**src/rtl/key_debounce_array.sv**
```systemverilog
// N-key push-button debouncer: 2-FF sync, shared tick prescaler, per-key FSM lanes
// producing level/press/release/long/repeat strobes, plus a registered key-code encoder.

module key_debounce_lane #(
  parameter int ACTIVE_LOW     = 1,
  parameter int DEBOUNCE_TICKS = 20,
  parameter int LONG_TICKS     = 1000,
  parameter int REPEAT_TICKS   = 200
) (
  input  logic clk,
  input  logic rst_n,
  input  logic tick,
  input  logic key_in,
  output logic level,
  output logic press,
  output logic rls,
  output logic lng,
  output logic rpt
);
  localparam int DW    = $clog2(DEBOUNCE_TICKS + 1);
  localparam int HMAX  = (LONG_TICKS > REPEAT_TICKS) ? LONG_TICKS : REPEAT_TICKS;
  localparam int HW    = $clog2(HMAX + 1);
  localparam int REP_T = (REPEAT_TICKS == 0) ? 1 : REPEAT_TICKS;
  localparam logic [DW-1:0] DB_LAST   = DW'(DEBOUNCE_TICKS - 1);
  localparam logic [HW-1:0] LONG_LAST = HW'(LONG_TICKS - 1);
  localparam logic [HW-1:0] REP_LAST  = HW'(REP_T - 1);
  localparam logic          REL_LVL   = (ACTIVE_LOW != 0);
  localparam logic          REP_EN    = (REPEAT_TICKS != 0);

  typedef enum logic [2:0] {RELEASED, PRESS_PEND, PRESSED, LONG_HELD, REL_PEND} state_t;

  state_t          state;
  logic [1:0]      sync;
  logic            raw;
  logic [DW-1:0]   db_cnt;
  logic [HW-1:0]   hold_cnt;
  logic            long_flag;
  logic            long_hit, rep_hit;
  logic [HW-1:0]   hold_nxt_p, hold_nxt_l;

  always_ff @(posedge clk or negedge rst_n)
    if (!rst_n) sync <= {2{REL_LVL}};
    else        sync <= {sync[0], key_in};

  assign raw = sync[1] ^ REL_LVL;

  // Next hold count for a held tick in PRESSED / LONG_HELD; shared with the REL_PEND bounce-back
  // so a short release glitch only costs the ticks actually spent released.
  always_comb begin
    long_hit   = (hold_cnt == LONG_LAST);
    rep_hit    = REP_EN && (hold_cnt == REP_LAST);
    hold_nxt_p = long_hit ? '0 : hold_cnt + HW'(1);
    hold_nxt_l = !REP_EN ? hold_cnt : (rep_hit ? '0 : hold_cnt + HW'(1));
  end

  always_ff @(posedge clk or negedge rst_n) begin
    if (!rst_n) begin
      state     <= RELEASED;
      db_cnt    <= '0;
      hold_cnt  <= '0;
      long_flag <= 1'b0;
      level     <= 1'b0;
      press     <= 1'b0;
      rls       <= 1'b0;
      lng       <= 1'b0;
      rpt       <= 1'b0;
    end else begin
      press <= 1'b0;
      rls   <= 1'b0;
      lng   <= 1'b0;
      rpt   <= 1'b0;
      if (tick) begin
        case (state)
          RELEASED:
            if (raw) begin
              if (DEBOUNCE_TICKS == 1) begin
                state    <= PRESSED;
                level    <= 1'b1;
                press    <= 1'b1;
                hold_cnt <= '0;
              end else begin
                state  <= PRESS_PEND;
                db_cnt <= DW'(1);
              end
            end
          PRESS_PEND:
            if (!raw) begin
              state  <= RELEASED;
              db_cnt <= '0;
            end else if (db_cnt == DB_LAST) begin
              state    <= PRESSED;
              level    <= 1'b1;
              press    <= 1'b1;
              hold_cnt <= '0;
              db_cnt   <= '0;
            end else begin
              db_cnt <= db_cnt + DW'(1);
            end
          PRESSED:
            if (raw) begin
              hold_cnt <= hold_nxt_p;
              if (long_hit) begin
                state <= LONG_HELD;
                lng   <= 1'b1;
              end
            end else if (DEBOUNCE_TICKS == 1) begin
              state <= RELEASED;
              level <= 1'b0;
              rls   <= 1'b1;
            end else begin
              state     <= REL_PEND;
              db_cnt    <= DW'(1);
              long_flag <= 1'b0;
            end
          LONG_HELD:
            if (raw) begin
              hold_cnt <= hold_nxt_l;
              rpt      <= rep_hit;
            end else if (DEBOUNCE_TICKS == 1) begin
              state <= RELEASED;
              level <= 1'b0;
              rls   <= 1'b1;
            end else begin
              state     <= REL_PEND;
              db_cnt    <= DW'(1);
              long_flag <= 1'b1;
            end
          REL_PEND:
            if (raw) begin
              db_cnt <= '0;
              if (long_flag) begin
                state    <= LONG_HELD;
                hold_cnt <= hold_nxt_l;
                rpt      <= rep_hit;
              end else begin
                hold_cnt <= hold_nxt_p;
                state    <= long_hit ? LONG_HELD : PRESSED;
                lng      <= long_hit;
              end
            end else if (db_cnt == DB_LAST) begin
              state  <= RELEASED;
              level  <= 1'b0;
              rls    <= 1'b1;
              db_cnt <= '0;
            end else begin
              db_cnt <= db_cnt + DW'(1);
            end
          default: state <= RELEASED;
        endcase
      end
    end
  end
endmodule

module key_debounce_array #(
  parameter int NUM_KEYS       = 4,
  parameter int ACTIVE_LOW     = 1,
  parameter int TICK_CYCLES    = 50000,
  parameter int DEBOUNCE_TICKS = 20,
  parameter int LONG_TICKS     = 1000,
  parameter int REPEAT_TICKS   = 200,
  parameter int CODE_W         = 3
) (
  input  logic                clk,
  input  logic                rst_n,
  input  logic [NUM_KEYS-1:0] key_in,
  output logic [NUM_KEYS-1:0] key_level,
  output logic [NUM_KEYS-1:0] key_press,
  output logic [NUM_KEYS-1:0] key_release,
  output logic [NUM_KEYS-1:0] key_long,
  output logic [NUM_KEYS-1:0] key_repeat,
  output logic [CODE_W-1:0]   key_code,
  output logic                key_valid
);
  localparam int PW = (TICK_CYCLES > 1) ? $clog2(TICK_CYCLES) : 1;
  localparam logic [PW-1:0] PRE_LAST = PW'(TICK_CYCLES - 1);

  logic [PW-1:0]     pre_cnt;
  logic              tick;
  logic [CODE_W-1:0] enc_code;

  assign tick = (pre_cnt == PRE_LAST);

  always_ff @(posedge clk or negedge rst_n)
    if (!rst_n)    pre_cnt <= '0;
    else if (tick) pre_cnt <= '0;
    else           pre_cnt <= pre_cnt + PW'(1);

  for (genvar k = 0; k < NUM_KEYS; k++) begin : g_lane
    key_debounce_lane #(
      .ACTIVE_LOW    (ACTIVE_LOW),
      .DEBOUNCE_TICKS(DEBOUNCE_TICKS),
      .LONG_TICKS    (LONG_TICKS),
      .REPEAT_TICKS  (REPEAT_TICKS)
    ) u_lane (
      .clk   (clk),
      .rst_n (rst_n),
      .tick  (tick),
      .key_in(key_in[k]),
      .level (key_level[k]),
      .press (key_press[k]),
      .rls   (key_release[k]),
      .lng   (key_long[k]),
      .rpt   (key_repeat[k])
    );
  end

  // Descending scan so the lowest pressed index wins.
  always_comb begin
    enc_code = '0;
    for (int i = NUM_KEYS - 1; i >= 0; i--)
      if (key_press[i]) enc_code = CODE_W'(i + 1);
  end

  always_ff @(posedge clk or negedge rst_n)
    if (!rst_n) begin
      key_code  <= '0;
      key_valid <= 1'b0;
    end else begin
      key_valid <= |key_press;
      if (|key_press) key_code <= enc_code;
    end
endmodule

```
**config.mk**
```make
export PLATFORM = sky130hd
export DESIGN_NAME = key_debounce_array
export DESIGN_NICKNAME = d
export VERILOG_FILES = /design/src/rtl/key_debounce_array.sv
export SDC_FILE = /design/constraint.sdc
export NUM_CORES = 1
export LEC_CHECK = 0
export ABC_AREA = 1
export BUFFER_PORTS_ARGS = -buffer_cell sky130_fd_sc_hd__buf_2
export CAP_MARGIN = 40
export CORE_AREA = 2 2 139 141
export DETAILED_ROUTE_END_ITERATION = 6
export DIE_AREA = 0 0 141 143
export PLACE_DENSITY = 0.56
export SKIP_LAST_GASP = 1
export SLEW_MARGIN = 40
export SYNTH_ARGS = -nofsm -noshare
export SYNTH_HDL_FRONTEND = slang
export SYNTH_SLANG_ARGS = --single-unit
```
**constraint.sdc**
```tcl
create_clock -name clk -period 2.75 [get_ports clk]
set_clock_uncertainty 0.05 [all_clocks]
set_input_delay 0.275 -clock clk [delete_from_list [all_inputs] [get_ports clk]]
set_output_delay 0.275 -clock clk [all_outputs]
set_load 0.05 [all_outputs]
```
Word-level counts from Yosys, hierarchy flattened --
Cells that the tools add are included.
Word-level totals: register bits 124, input port bits 6, output and inout port bits 24, word-level logic and storage cells 395
Operators by class: add/sub/neg operators 9, equality and inequality tests 85, muxes and demuxes 213, reduce and logical (&&, ||, !) cells 45
Operators by type and width (number):
- 2-to-1 mux 10 bit | 32
- one-hot mux 10 bit (4 select lines) | 4
- 2-to-1 mux 3 bit | 40
- 2-to-1 mux 5 bit | 20
- 2-to-1 mux 1 bit | 92
- one-hot mux 5 bit (4 select lines) | 4
- one-hot mux 3 bit (5 select lines) | 4
- != test 2 x 1 -> 1 bit (second input constant) | 24
- AND reduction 6 bit | 8
- adder 10 x 1 -> 10 bit (second input constant) | 4
- equality test 10 bit (second input constant) | 4
- equality test 10 x 8 -> 1 bit (second input constant) | 4
- != test 2 bit (second input constant) | 20
- one-hot mux 1 bit (2 select lines) | 16
- AND reduction 4 bit | 8
- nonzero test 4 bit | 8
- AND reduction 7 bit | 4
- equality test 3 x 2 -> 1 bit (second input constant) | 8
- != test 3 x 1 -> 1 bit (second input constant) | 8
- adder 5 x 1 -> 5 bit (second input constant) | 4
- equality test 5 bit (second input constant) | 4
- adder 16 x 1 -> 16 bit (second input constant) | 1
- equality test 16 bit (second input constant) | 1
- 2-to-1 mux 16 bit | 1
- 7 further kinds | 29

Longest topological paths before layout --
depth after elaboration 5, mapped depth 12, gate-level depth less buffers 11

By module --
A second synthesis with hierarchy kept.
Unflattened totals: cell total of the unflattened synthesis 1043, area total of the unflattened synthesis 7400.8 um^2
By module, submodules not included:
- key_debounce_lane (g_lane[3].u_lane) | times used 1, cells each 231, area each 1622.8 um^2
- key_debounce_lane (g_lane[2].u_lane) | times used 1, cells each 231, area each 1607.8 um^2
- key_debounce_lane (g_lane[1].u_lane) | times used 1, cells each 230, area each 1587.8 um^2
- key_debounce_lane (g_lane[0].u_lane) | times used 1, cells each 219, area each 1564.0 um^2
- key_debounce_array | times used 1, cells each 132, area each 1018.5 um^2

Worst setup path before layout --
OpenSTA, ideal clock, no wires.
kind reg-to-reg, start register pre_cnt[0], end register g_lane[1].u_lane.hold_cnt[7], library setup time 0.117 ns, arrival 1.496 ns, data required time 2.583 ns, slack 1.087 ns, stages on the path, launching flop included 11, buffers on the path 0, cell sequence dfrtp_1 -> ha_1 -> nand2_1 -> nor2_2 -> nand3_1 -> nor2_4 -> nand2_2 -> nor2_8 -> nand3_1 -> nor2_1 -> nor2_1
On the way: word-level cells in the longest chain between the ends 2
RTL lines:
- start, declared | RTL line 178 | logic [PW-1:0] pre_cnt;
- start signal, assigned | RTL line 187 | else pre_cnt <= pre_cnt + PW'(1);
- equality test 16 bit | RTL line 182 | assign tick = (pre_cnt == PRE_LAST);
- AND reduction 7 bit (no source line)
- end signal, assigned | RTL line 117 | hold_cnt <= hold_nxt_l;
- end signal, assigned | RTL line 133 | hold_cnt <= hold_nxt_l;
- end signal, assigned | RTL line 136 | hold_cnt <= hold_nxt_p;
- end, declared | RTL line 36 | logic [HW-1:0] hold_cnt;
No other way between the ends. A chain may end at the register's enable or synchronous reset.

Worst setup path in the final report --
start register g_lane[3].u_lane.state[0], end register g_lane[3].u_lane.hold_cnt[8]
On the way: word-level cells in the longest chain between the ends 3, elaborated cells between the ends (all ways) 12
RTL lines:
- start, declared | RTL line 32 | state_t state;
- start signal, assigned | RTL line 137 | state <= long_hit ? LONG_HELD : PRESSED;
- equality test 3 bit, or another cell as far along | RTL line 73 | case (state)
- != test 2 bit (no source line), or another cell as far along
- AND reduction 7 bit (no source line)
- end signal, assigned | RTL line 101 | hold_cnt <= hold_nxt_p;
- end signal, assigned | RTL line 117
- end signal, assigned | RTL line 133
- end, declared | RTL line 36
Several ways; a longest one is shown, not always the timed one.

==> metrics.txt <==
Slowest-stage cell, CP dfrtp_1; Global Route Usage Sum 17.5%; max incr delay on CP 0.43 ns; Syn-to-layout area delta 11.4%; worst-margin pin slew 0.525 ns; EDFF count, synth 0; routability cong. 0.882; final setup TNS 0 ns; worst path bufs/invs 1; Post-Syn Area 7350 um2; Yosys reg bits 124; met2 wire len 7290 um; Cell Pwr Density 483 nW/um2; Setup crit start kind flop; Area after DPL 7610 um2; syn_nets 1038; Detail Route met3 WL 672 um; pin count of the biggest net entering global routing 59; first-pass GRT wire length 28400 um; Avg Inst Size Synth 7.19 um2; grt ovf 0; Pins Over Slew Limit 0; initial antenna violation count 0; Die Ht 143 um; crit path DAT 2.40 ns; hpwl dp 12000 um; core area 18600 um2; Iteration-0 DRC Markers 508; Port Buf Inserts 29; clk slew on worst S/H paths 0.05 ns; final setup fails 0; vias per cell 4.95; fin util 44.1%; CTS tree yes; # IOs 30; Post-Layout Cell Count 1295; synthesized instance count 1023; Routed met1 length 8210 um; Worst-Skew Late Latency 0.42 ns; CTS sink cnt 124; H-tree Lvls 4; max-cap violations 0; Top Metal Used met4; top_reg_cell synth dfrtp_1; Finished Cell Area 8190 um2; Hold Crit Class flop to flop; RSZ-0062 raised after global routing no; final worst-path cycle share 77.7%; area leader, netlist dfrtp_1; maximum VDD drop 385 uV; post-route ant nets 0; crit path time final 2.14 ns; placed insts 1258; antenna cells 0; # rows 50; DRC viols 0; yosys warns 0; CP Class flop to flop; post-synth top area share 39.5%; most frequent cells in the layout nand2_1 (250), inv_1 (147), nor2_1 (127), dfrtp_1 (116), nand3_1 (97); CP endpoint kind flop; CTS max path bufs 2; share of cells above drive strength 1 9.71%; most common cell after layout, fill and taps aside nand2_1; cells along the critical path nor2_1, nand2_1, inv_1, nand2_1, nand3_1, nor2_2, nand3_1, o21ai_0, nor2_1; Hold Fails Final Rpt 0; Max-slew headroom 65.0%; Die X 141 um; Fmax achieved 0.468 GHz; hold_ws 0.304 ns; Synth cell types 41; drt pass-1 iters 5; Critical Path RT 3.01 ns; CTS root buffer clkbuf_16; vias in the first global route 5995; CTS Buf Count 17; drt total wl 16400 um; die area 20200 um2; register area share after synthesis 42.3%; Pleak 4.16 nW; # resized after CTS 0; asr flop ratio synth 100%; Initial Utilization 39.6%; crit-path leading delay family simple AND/OR/NAND/NOR gates; DR vias 6404; drt wl/cell 12.6 um; status completed; fin nets 1063; ranking of synthesized cells by area dfrtp_1 (39%), nand2_1 (13%), inv_1 (7.5%); critical path fanouts, max 11
==> state kept, by name (all words and copies together), names as in the netlist <==
signal and cells:
g_lane.u_lane.rpt 4, g_lane.u_lane.hold_cnt 40, key_valid 1, g_lane.u_lane.sync 8, g_lane.u_lane.lng 4, g_lane.u_lane.state 12, g_lane.u_lane.long_flag 4, pre_cnt 16
g_lane.u_lane.db_cnt 20, g_lane.u_lane.level 4, g_lane.u_lane.rls 4, g_lane.u_lane.press 4, key_code 3
==> metal layers <==
metal,vias up,GRT usage (%)
met5,-,0
met4,0,6.63
met3,18,4.12
met2,97,27.2
met1,2956,23.9
li1,3333,-
==> cells in the mapped netlist, types with 8 or more instances <==
cell type  instances
a21oi_1           37
buf_4             22
dfrtp_1          116
dfstp_2            8
ha_1               9
inv_1            147
nand2_1          250
nand3_1           97
nand4_1           25
nor2_1           127
nor2_2            11
nor3_1            27
nor4_1            10
o21ai_0           48
o21ai_1           12
xor2_1            12
==> final cells by class <==
cell class	count	area (um2)
Fill cell	1924	10400
Multi-Input combinational cell	715	3450
Sequential cell	124	3110
Inverter	152	571
Clock buffer	30	524
Tap cell	234	293
Timing Repair Buffer	38	231
Clock inverter	2	10.0
==> kinds of logic after synthesis <==
group	share of synthesized area [%]
xor+xnor	1.79
compound gates	8.76
flops	42.3
simple gates	34.9
fa+ha+maj	1.53
buf+inv	10.7
==> where the power goes <==
group / internal [W] / switching (W)
combinational: 0.0000135 / 0.0000471
sequential: 0.00184 / 0.0000108
clock: 0.00127 / 0.000781
==> path summary, 6_finish.rpt <==
check / slack [ns] / startpoint / to / cells after the start
worst max-delay path: 0.61 / g_lane[3].u_lane.state[0] / g_lane[3].u_lane.hold_cnt[8] / 9
worst min-delay path: 0.30 / g_lane[1].u_lane.sync[0] / g_lane[1].u_lane.sync[1] / 0
worst max register to register: 0.61 / g_lane[3].u_lane.state[0] / g_lane[3].u_lane.hold_cnt[8] / 9
worst min register to register: 0.30 / g_lane[1].u_lane.sync[0] / g_lane[1].u_lane.sync[1] / 0
max in group asynchronous: 1.56 / rst_n / g_lane[0].u_lane.sync[0] / 3
min in group asynchronous: 0.33 / rst_n / g_lane[3].u_lane.rls / 2
==> stage by stage <==
stage               total power (W)  setup slack, ns
floorplan                   0.00189             1.09
global placement            0.00194            0.655
detailed placement          0.00194            0.606
CTS                         0.00402            0.595
global route                0.00409            0.337
finish                      0.00396            0.613
==> what timing repair did <==
item,CTS,global route
hold buffers,5,0
endpoints found under the setup margin,0,0
endpoints found under the hold margin,57,0
setup buffers,0,0
Note: power is estimated with default switching activity, not from simulation.
